`src/rtl/uart_pkg.sv`:
```
// uart_pkg -- shared definitions for the UART frame parser.
//   state_t        : parser state encoding
//   ERR_CHK/LEN/TMO: err_code values reported with frame_err
//   HDR0/HDR1_DEFAULT : default sync byte values
package uart_pkg;

  typedef enum logic [2:0] {
    ST_IDLE = 3'd0,
    ST_SYNC = 3'd1,
    ST_CMD  = 3'd2,
    ST_LEN  = 3'd3,
    ST_DATA = 3'd4,
    ST_CHK  = 3'd5
  } state_t;

  localparam logic [1:0] ERR_CHK = 2'b01;
  localparam logic [1:0] ERR_LEN = 2'b10;
  localparam logic [1:0] ERR_TMO = 2'b11;

  localparam logic [7:0] HDR0_DEFAULT = 8'h55;
  localparam logic [7:0] HDR1_DEFAULT = 8'hAA;

endpackage

```
`src/rtl/uart_frame_parser.sv`:
```
// uart_frame_parser -- parses HDR0 HDR1 CMD LEN payload[LEN] CHK frames from a
// byte stream and stores the payload in a small buffer for later readout.
// Ports:
//   clk, rst            : clock (rising edge), asynchronous active-low reset
//   rx_data, rx_valid   : incoming byte and its one-cycle strobe
//   frame_ok            : one-cycle pulse, good frame received
//   frame_cmd/frame_len : command and length of the last good frame
//   frame_err, err_code : one-cycle drop pulse and its cause (held afterwards)
//   rd_addr, rd_data    : payload buffer read port, one cycle latency
//   busy                : parser is inside a frame (not IDLE)
module uart_frame_parser
  import uart_pkg::*;
#(
  parameter logic [7:0]  HDR0        = HDR0_DEFAULT,
  parameter logic [7:0]  HDR1        = HDR1_DEFAULT,
  parameter int unsigned MAX_LEN     = 16,
  parameter int unsigned TIMEOUT_CYC = 50000,
  localparam int unsigned AW = (MAX_LEN > 1) ? $clog2(MAX_LEN) : 1
) (
  input  logic          clk,
  input  logic          rst,
  input  logic [7:0]    rx_data,
  input  logic          rx_valid,
  output logic          frame_ok,
  output logic [7:0]    frame_cmd,
  output logic [7:0]    frame_len,
  output logic          frame_err,
  output logic [1:0]    err_code,
  input  logic [AW-1:0] rd_addr,
  output logic [7:0]    rd_data,
  output logic          busy
);

  localparam int unsigned TW        = (TIMEOUT_CYC > 1) ? $clog2(TIMEOUT_CYC + 1) : 1;
  localparam logic [TW-1:0] TMO_MAX = TW'(TIMEOUT_CYC);
  localparam logic [TW-1:0] TMO_ONE = TW'(1);
  localparam logic [7:0] MAX_LEN_B  = 8'(MAX_LEN);

  state_t        state_q, state_d;
  logic [7:0]    cmd_q, cmd_d;
  logic [7:0]    len_q, len_d;
  logic [7:0]    sum_q, sum_d;
  logic [7:0]    idx_q, idx_d;
  logic [TW-1:0] tmo_q, tmo_d;
  logic          frame_ok_q, frame_ok_d;
  logic          frame_err_q, frame_err_d;
  logic [1:0]    err_code_q, err_code_d;
  logic [7:0]    frame_cmd_q, frame_cmd_d;
  logic [7:0]    frame_len_q, frame_len_d;
  logic [7:0]    rd_data_q;
  logic          buf_we;
  logic          timeout;

  // Payload storage; sized to the full address range so any rd_addr is legal.
  logic [7:0] buf_mem [2**AW];

  // A byte arriving in the expiry cycle takes priority over the timeout.
  assign timeout = (state_q != ST_IDLE) && !rx_valid && (tmo_q == TMO_MAX);

  always_comb begin
    state_d     = state_q;
    cmd_d       = cmd_q;
    len_d       = len_q;
    sum_d       = sum_q;
    idx_d       = idx_q;
    frame_ok_d  = 1'b0;
    frame_err_d = 1'b0;
    err_code_d  = err_code_q;
    frame_cmd_d = frame_cmd_q;
    frame_len_d = frame_len_q;
    buf_we      = 1'b0;

    if (rx_valid) begin
      case (state_q)
        ST_IDLE: begin
          if (rx_data == HDR0) state_d = ST_SYNC;
        end
        ST_SYNC: begin
          // A repeated HDR0 is treated as a fresh frame start.
          if (rx_data == HDR1)      state_d = ST_CMD;
          else if (rx_data != HDR0) state_d = ST_IDLE;
        end
        ST_CMD: begin
          cmd_d   = rx_data;
          sum_d   = rx_data;
          state_d = ST_LEN;
        end
        ST_LEN: begin
          len_d = rx_data;
          sum_d = sum_q + rx_data;
          if (rx_data == 8'd0) begin
            state_d = ST_CHK;
          end else if (rx_data <= MAX_LEN_B) begin
            idx_d   = 8'd0;
            state_d = ST_DATA;
          end else begin
            state_d     = ST_IDLE;
            frame_err_d = 1'b1;
            err_code_d  = ERR_LEN;
          end
        end
        ST_DATA: begin
          buf_we = 1'b1;
          sum_d  = sum_q + rx_data;
          idx_d  = idx_q + 8'd1;
          if (idx_q == len_q - 8'd1) state_d = ST_CHK;
        end
        ST_CHK: begin
          state_d = ST_IDLE;
          if (rx_data == sum_q) begin
            frame_ok_d  = 1'b1;
            frame_cmd_d = cmd_q;
            frame_len_d = len_q;
          end else begin
            frame_err_d = 1'b1;
            err_code_d  = ERR_CHK;
          end
        end
        default: state_d = ST_IDLE;
      endcase
    end else if (timeout) begin
      state_d     = ST_IDLE;
      frame_err_d = 1'b1;
      err_code_d  = ERR_TMO;
    end

    // Inter-byte gap counter: restarts on every byte, parked at 0 while idle.
    if (rx_valid || (state_q == ST_IDLE) || timeout) tmo_d = '0;
    else                                              tmo_d = tmo_q + TMO_ONE;
  end

  always_ff @(posedge clk or negedge rst) begin
    if (!rst) begin
      state_q     <= ST_IDLE;
      cmd_q       <= 8'd0;
      len_q       <= 8'd0;
      sum_q       <= 8'd0;
      idx_q       <= 8'd0;
      tmo_q       <= '0;
      frame_ok_q  <= 1'b0;
      frame_err_q <= 1'b0;
      err_code_q  <= 2'b00;
      frame_cmd_q <= 8'd0;
      frame_len_q <= 8'd0;
    end else begin
      state_q     <= state_d;
      cmd_q       <= cmd_d;
      len_q       <= len_d;
      sum_q       <= sum_d;
      idx_q       <= idx_d;
      tmo_q       <= tmo_d;
      frame_ok_q  <= frame_ok_d;
      frame_err_q <= frame_err_d;
      err_code_q  <= err_code_d;
      frame_cmd_q <= frame_cmd_d;
      frame_len_q <= frame_len_d;
    end
  end

  // Buffer write port carries no reset so it can map onto RAM.
  always_ff @(posedge clk) begin
    if (buf_we) buf_mem[idx_q[AW-1:0]] <= rx_data;
  end

  always_ff @(posedge clk or negedge rst) begin
    if (!rst) rd_data_q <= 8'd0;
    else      rd_data_q <= buf_mem[rd_addr];
  end

  assign frame_ok  = frame_ok_q;
  assign frame_err = frame_err_q;
  assign err_code  = err_code_q;
  assign frame_cmd = frame_cmd_q;
  assign frame_len = frame_len_q;
  assign rd_data   = rd_data_q;
  assign busy      = (state_q != ST_IDLE);

endmodule

```
`config.mk`:
```
export PLATFORM = sky130hd
export DESIGN_NAME = uart_frame_parser
export DESIGN_NICKNAME = d
export VERILOG_FILES = /design/src/rtl/uart_pkg.sv /design/src/rtl/uart_frame_parser.sv
export SDC_FILE = /design/constraint.sdc
export NUM_CORES = 1
export LEC_CHECK = 0
export ABC_AREA = 1
export CAP_MARGIN = 10
export CORE_ASPECT_RATIO = 0.75
export CORE_MARGIN = 5
export CORE_UTILIZATION = 55
export CTS_CLUSTER_SIZE = 16
export DETAILED_ROUTE_END_ITERATION = 7
export PLACE_DENSITY = 0.72
export RECOVER_POWER = 100
export SYNTH_ARGS = -nofsm -noshare
export SYNTH_HDL_FRONTEND = slang
export SYNTH_SLANG_ARGS = --single-unit
```
`constraint.sdc`:
```
create_clock -name clk -period 4.35 [get_ports clk]
set_input_delay 0.6525 -clock clk [delete_from_list [all_inputs] [get_ports clk]]
set_output_delay 0.6525 -clock clk [all_outputs]
set_load 0.01 [all_outputs]
```
==> summary.md, run 1 <==
| Metric | Value |
|---|---|
| Status | `finished, violations left` |
| Failing checks | `capacitance limit, slew limit` |
| DRT iter0 DRCs | `approximately 760` |
| GRT overflow | `0` |
| Post-synth EDFFs | `about 130` |
| Max Buffers Root-to-Sink | `3` |
| Crit. End Element | `flop` |
| IO Count | `44` |
| Power Total | `5.11 mW` |
| Critical path arrival | `between 3 and 4 ns` |
| Synth Cell Area | `around 9300 um2` |
| Asr flop ratio synth | `approximately two fifths` |
| Worst-margin pin slew | `between 2 and 2.5 ns` |
| WHS | `approximately 0.47 ns` |
| Post_cts resized | `0` |
| Initial core utilization | `between 50% and 60%` |
| Metal2 WL | `~9000 um` |
| Clock Skew | `0.0190 ns` |
| Yosys cell types | `43` |
| Clk root buf | `clkbuf_16` |
| Share of layout cells above drive strength 1 | `5.34%` |
| # port buffers | `43` |
| Yosys warning count | `0` |
| Seq/Total Area, Yosys | `62.4%` |
| CP required | `about 4.8 ns` |
| Final wirelength | `around 21,000 um` |
| Die width | `between 150 and 200 um` |
| Crit path max fanout | `27` |
| Pre-CTS setup slack | `around 1.4 ns` |
| Largest net degree at the start of global routing | `slightly below 100` |
| Area delta synth->final | `13.3%` |
| First-pass GRT wire length | `roughly 34,000 um` |
| Clock buffer count from CTS | `20` |
| DR pass1 iterations | `7` |
| Syn Inst Count | `a little under 900` |
| Final hold viol count | `0` |
| Static Leak | `4.34 nW` |
| DR top layer | `met4` |
| Wl on met1 | `10,200 um` |
| Clock latency on the worst-skew pair | `roughly 0.5 ns` |
| Htree depth | `1` |
| Worst IR Drop VDD | `about 0.00035 V` |
| Post-layout util | `63.2%` |
| Core area | `16,700 um2` |
| # rows | `41` |
| Setup tns final | `0 ns` |
| Placed insts | `1,115` |
| Via count | `about 6,400` |
| Maxcap violations | `2` |
| Net Count, Synth | `slightly above 900` |
| Total global routing track utilization | `approximately 22%` |
| Post-route DRC | `0` |
| Setup Buffers After CTS | `0` |
| HPWL after DPL | `14,200 um` |
| Hold Crit Class | `flop to flop` |
| Die H | `around 120 um` |
| Initial antenna violation count | `0` |
| Final setup vio count | `0` |
| Relative slew slack | `-46.1%` |
| Routability Congestion | `around 0.87` |
| RSZ-0062 raised after global routing | `no` |
| Syn_area_per_cell | `about 11 um2` |
| Dominant synthesized flop cell | `edfxtp_1` |
| Wire length on met3 | `around 1800 um` |
| Max-slew violation count | `between 150 and 200` |
| Fmax | `308 MHz` |
| CTS hold repair buffers | `0` |
| Vias in the first global route | `6,047` |
| CTS tree | `built` |
| Tmin final | `3.25 ns` |
| Routed wire length per instance | `about 19 um` |
| Full die area | `between 15,000 and 20,000 um2` |
| Final nets | `between 900 and 1,000` |
| #FFs+latches synth | `approximately 210` |
| Clk slew on worst S/H paths | `roughly 0.06 ns` |
| Fin area | `10,600 um2` |
| Post-DRT Antenna Nets | `0` |
| # diodes | `0` |
| CTS sink cnt | `about 210` |
| Fin crit share | `between 70% and 80%` |
| Pwr/cell area | `484 nW/um2` |
| Critical path class | `input port to flop` |
| Startpoint Class | `input port` |
| Setup slack after layout | `around 1.1 ns` |
| Routed vias/inst | `5.60` |
| Post-Place Cell Area | `~10000 um2` |
| Fin cells | `between 1,000 and 1,500` |
-- kinds of logic (layout without fill, tap and decap cells) --
group           after synthesis  in the layout  synth area share, %
simple gates                310            310                 14.7
flops                       207            207                 62.4
compound gates              168            168                 10.3
buf+inv                     126            186                 5.42
mux                          32             32                 3.43
xor+xnor                     18             18                 1.69
fa+ha+maj                    15             15                 2.09
-- cells in the mapped netlist, drive strengths merged (3+ instances only) --
library cell,instances,area [um2]
a21oi,49,257
buf,17,93.8
clkbuf,13,48.8
dfrtp,79,1980
edfxtp,128,3840
ha,14,175
inv,95,359
mux2i,32,320
nand2,164,628
nand3,34,188
nand4,10,62.6
nor2,76,317
nor3,11,60.1
nor3b,6,55.1
nor4,6,37.5
o211ai,34,255
o21ai,75,375
o31ai,3,22.5
xnor2,5,43.8
xor2,13,114
-- power breakdown --
group / switching [mW] / leakage, nW / internal (mW) / total [mW]
clock: 0.737 / 0.329 / 1.02 / 1.76
sequential: 0.149 / 2.16 / 2.25 / 2.40
combinational: 0.618 / 1.85 / 0.342 / 0.960
total: 1.50 / 4.34 / 3.61 / 5.11
-- registers in the layout, indices dropped and copies added, names as in the netlist --
register and cells:
buf_mem 128, tmo_q 16, cmd_q 8, frame_cmd 8, frame_len 8, idx_q 8, len_q 8, rd_data 8
sum_q 8, state_q 3, err_code 2, frame_err 1, frame_ok 1
-- path summary, 6_finish.rpt --
kind	endpoint	cells after the start	slack (ns)	start
hold / removal	frame_cmd[1]$_DFFE_PN0P_	2	0.47	frame_cmd[1]$_DFFE_PN0P_
setup reg to reg	sum_q[5]$_DFFE_PN0P_	7	1.58	state_q[0]$_DFFE_PN0P_
hold reg to reg	frame_cmd[1]$_DFFE_PN0P_	2	0.47	frame_cmd[1]$_DFFE_PN0P_
max in group asynchronous	rd_data[1]$_DFF_PN0_	1	2.46	rst
min in group asynchronous	tmo_q[8]$_DFF_PN0_	1	0.69	rst
setup / recovery	frame_cmd[4]$_DFFE_PN0P_	10	1.10	rx_data[3]
-- layer usage --
metal | global-route usage, % | up-vias
met5 | 0 | -
met4 | 4.89 | 0
met3 | 3.63 | 36
met2 | 32.5 | 243
met1 | 34.9 | 3068
li1 | - | 3096
-- area by class of cell --
class                      count  area [um2]
multi-input combinational    543        2970
clock inverter                10        82.6
fill                        1359        6160
inverter                      96         362
sequential                   207        5820
clock buffer                  26         587
tap                          215         269
timing repair buffer          54         473
-- worst max-delay path: stages --
cell           delay [ns]
dlygate4sd3_1        0.52
clkbuf_1             0.85
ha_1                 0.45
nor4_1               0.29
nand2_1              0.13
inv_1                0.08
nand2_2              0.25
inv_1                0.29
nand2_1              0.09
nand2_1              0.07
-- placed cells by master (no fill, tap or decap), drive strengths merged, types with 34 or more instances in the layout --
master and count:
o21ai 75, dlygate4sd3 38, a21oi 49, dfrtp 79
o211ai 34, edfxtp 128, nor2 76, clkbuf 36
nand3 34, nand2 164, inv 95
No activity file was read; power rests on OpenSTA's default activity.
==> run 2, diff against run 1 <==
==> constraint.sdc (replaced) <==
create_clock -name clk -period 3.3 [get_ports clk]
set_input_delay 0.495 -clock clk [delete_from_list [all_inputs] [get_ports clk]]
set_output_delay 0.495 -clock clk [all_outputs]
set_load 0.01 [all_outputs]
==> summary.md, run 2 (same netlist as run 1, synthesis figures left out) <==
| Metric | Value |
|---|---|
| CTS sink cnt | `207 (unchanged)` |
| Fin cells | `1,174 (was 1,151)` |
| GRT overflow | `0 (unchanged)` |
| Tmin final | `roughly 2.7 ns` |
| Final wirelength | `21,300 um (was 21,500 um)` |
| Fin area | `10,700 um2 (was 10,600 um2)` |
| Placed insts | `1,136 (was 1,115)` |
| Htree depth | `1 (unchanged)` |
| # diodes | `0 (unchanged)` |
| Post_cts resized | `0 (unchanged)` |
| Clock latency on the worst-skew pair | `0.50 ns (about the same)` |
| Pwr/cell area | `637 nW/um2 (was 484 nW/um2)` |
| Die H | `123 um (unchanged)` |
| Area delta synth->final | `15.0% (was 13.3%)` |
| Final nets | `974 (was 952)` |
| Max-slew violation count | `80 (was 177)` |
| Initial antenna violation count | `0 (unchanged)` |
| Most common cell after layout, fill and taps aside | `nand2_1 (unchanged)` |
| DRT iter0 DRCs | `649 (was 756)` |
| Wl on met1 | `9960 um (was 10,200 um)` |
| Clock buffer count from CTS | `21 (was 20)` |
| Startpoint Class | `input port (unchanged)` |
| First-pass GRT wire length | `33,800 um (was 34,000 um)` |
| Post-Place Cell Area | `10,200 um2 (was 9960 um2)` |
| Post-route DRC | `0 (unchanged)` |
| Maxcap violations | `1 (was 2)` |
| Crit path max fanout | `21 (was 27)` |
| Static Leak | `4.42 nW (was 4.34 nW)` |
| CTS tree | `built (unchanged)` |
| Worst-margin pin slew | `1.99 ns (was 2.19 ns)` |
| Vias in the first global route | `6,284 (was 6,047)` |
| Routed vias/inst | `5.57 (was 5.60)` |
| Share of layout cells above drive strength 1 | `5.74% (was 5.34%)` |
| Crit. End Element | `flop (unchanged)` |
| Final hold viol count | `0 (unchanged)` |
| Metal2 WL | `9590 um (was 9020 um)` |
| Most frequent cells in the layout | `nand2_1, edfxtp_1, inv_1 (unchanged)` |
| Fin crit share | `between 80% and 90%` |
| Clk slew on worst S/H paths | `0.06 ns (about the same)` |
| Max reg flops | `128 (unchanged)` |
| DR top layer | `met4 (unchanged)` |
| Critical path class | `input port to flop (unchanged)` |
| Status | `finished, violations left (unchanged)` |
| Fmax | `~370 MHz` |
| Clock Skew | `0.00820 ns (was 0.0190 ns)` |
| Initial core utilization | `55.8% (unchanged)` |
| Critical path arrival | `3.14 ns (was 3.68 ns)` |
| Final setup vio count | `0 (unchanged)` |
| RSZ-0062 raised after global routing | `no (unchanged)` |
| CTS hold repair buffers | `0 (unchanged)` |
| Setup tns final | `0 ns (unchanged)` |
| Failing checks | `capacitance limit, slew limit (unchanged)` |
| Post-DRT Antenna Nets | `0 (unchanged)` |
| IO Count | `44 (unchanged)` |
| Die width | `160 um (unchanged)` |
| # port buffers | `43 (unchanged)` |
| Core area | `16,700 um2 (unchanged)` |
| Routed wire length per instance | `18.1 um (was 18.6 um)` |
| Clk root buf | `clkbuf_16 (unchanged)` |
| # rows | `41 (unchanged)` |
| CP required | `3.72 ns (was 4.78 ns)` |
| Via count | `6,538 (was 6,443)` |
| Full die area | `19,700 um2 (unchanged)` |
| Wire length on met3 | `1430 um (was 1780 um)` |
| HPWL after DPL | `14,200 um (about the same)` |
| WHS | `0.476 ns (was 0.474 ns)` |
| Hold Crit Class | `flop to flop (unchanged)` |
| DR pass1 iterations | `5 (was 7)` |
| Worst IR Drop VDD | `0.000357 V (was 0.000355 V)` |
| Largest net degree at the start of global routing | `80 (was 97)` |
| Total global routing track utilization | `21.8% (was 22.1%)` |
| Setup Buffers After CTS | `0 (unchanged)` |
| Routability Congestion | `0.856 (was 0.865)` |
| Relative slew slack | `-32.9% (was -46.1%)` |
| Max Buffers Root-to-Sink | `3 (unchanged)` |
[run 2: path summary, 6_finish.rpt]
path,startpoint,end,slack (ns),cells after the start
worst min register to register,frame_cmd[5]$_DFFE_PN0P_,frame_cmd[5]$_DFFE_PN0P_,0.48,2
worst min-delay path,frame_cmd[5]$_DFFE_PN0P_,frame_cmd[5]$_DFFE_PN0P_,0.48,2
min in group asynchronous,rst,tmo_q[14]$_DFF_PN0_,0.65,2
worst max register to register,state_q[1]$_DFFE_PN0P_,sum_q[1]$_DFFE_PN0P_,0.80,7
max in group asynchronous,rst,rd_data[4]$_DFF_PN0_,1.45,2
worst max-delay path,rx_data[2],idx_q[4]$_DFFE_PN0P_,0.58,12
[run 2: worst max-delay path, cell delays in order]
cell           delay (ns)
dlygate4sd3_1        0.59
clkbuf_1             0.82
nor2_1               0.16
nand2_1              0.15
a21oi_1              0.11
nand2_2              0.08
nand2_2              0.06
nand2_2              0.20
inv_1                0.13
nand2_1              0.10
inv_1                0.08
nor3b_2              0.17
[run 2: power breakdown]
| group | switching, mW | internal (mW) | leakage (nW) | total [mW] |
|---|---|---|---|---|
| Clock | 0.967 | 1.44 | 0.341 | 2.41 |
| Combinational | 0.811 | 0.455 | 1.92 | 1.27 |
| Sequential | 0.197 | 2.97 | 2.16 | 3.16 |
[run 2: layout make-up]
class,count,area [um2]
tap,215,269
fill,1330,5990
inverter,96,363
timing repair buffer,75,614
multi-input combinational,543,2970
clock inverter,11,139
sequential,207,5820
clock buffer,27,558
[run 2: routing by layer]
metal	vias up	global-route usage (%)
li1	3145	-
met1	3188	32.1
met2	179	34.3
met3	26	4.77
met4	0	4.19
met5	-	0
[run 2: through the flow]
stage | setup WS (ns) | utilization [%] | total power [mW]
finish | 0.576 | 64.2 | 6.83
global route | 0.432 | 64.2 | 7.19
CTS | 1.02 | 65.0 | 6.89
detailed placement | 0.548 | 60.8 | 4.49
global placement | 0.657 | 60.8 | 4.45
floorplan | 1.49 | - | 4.06
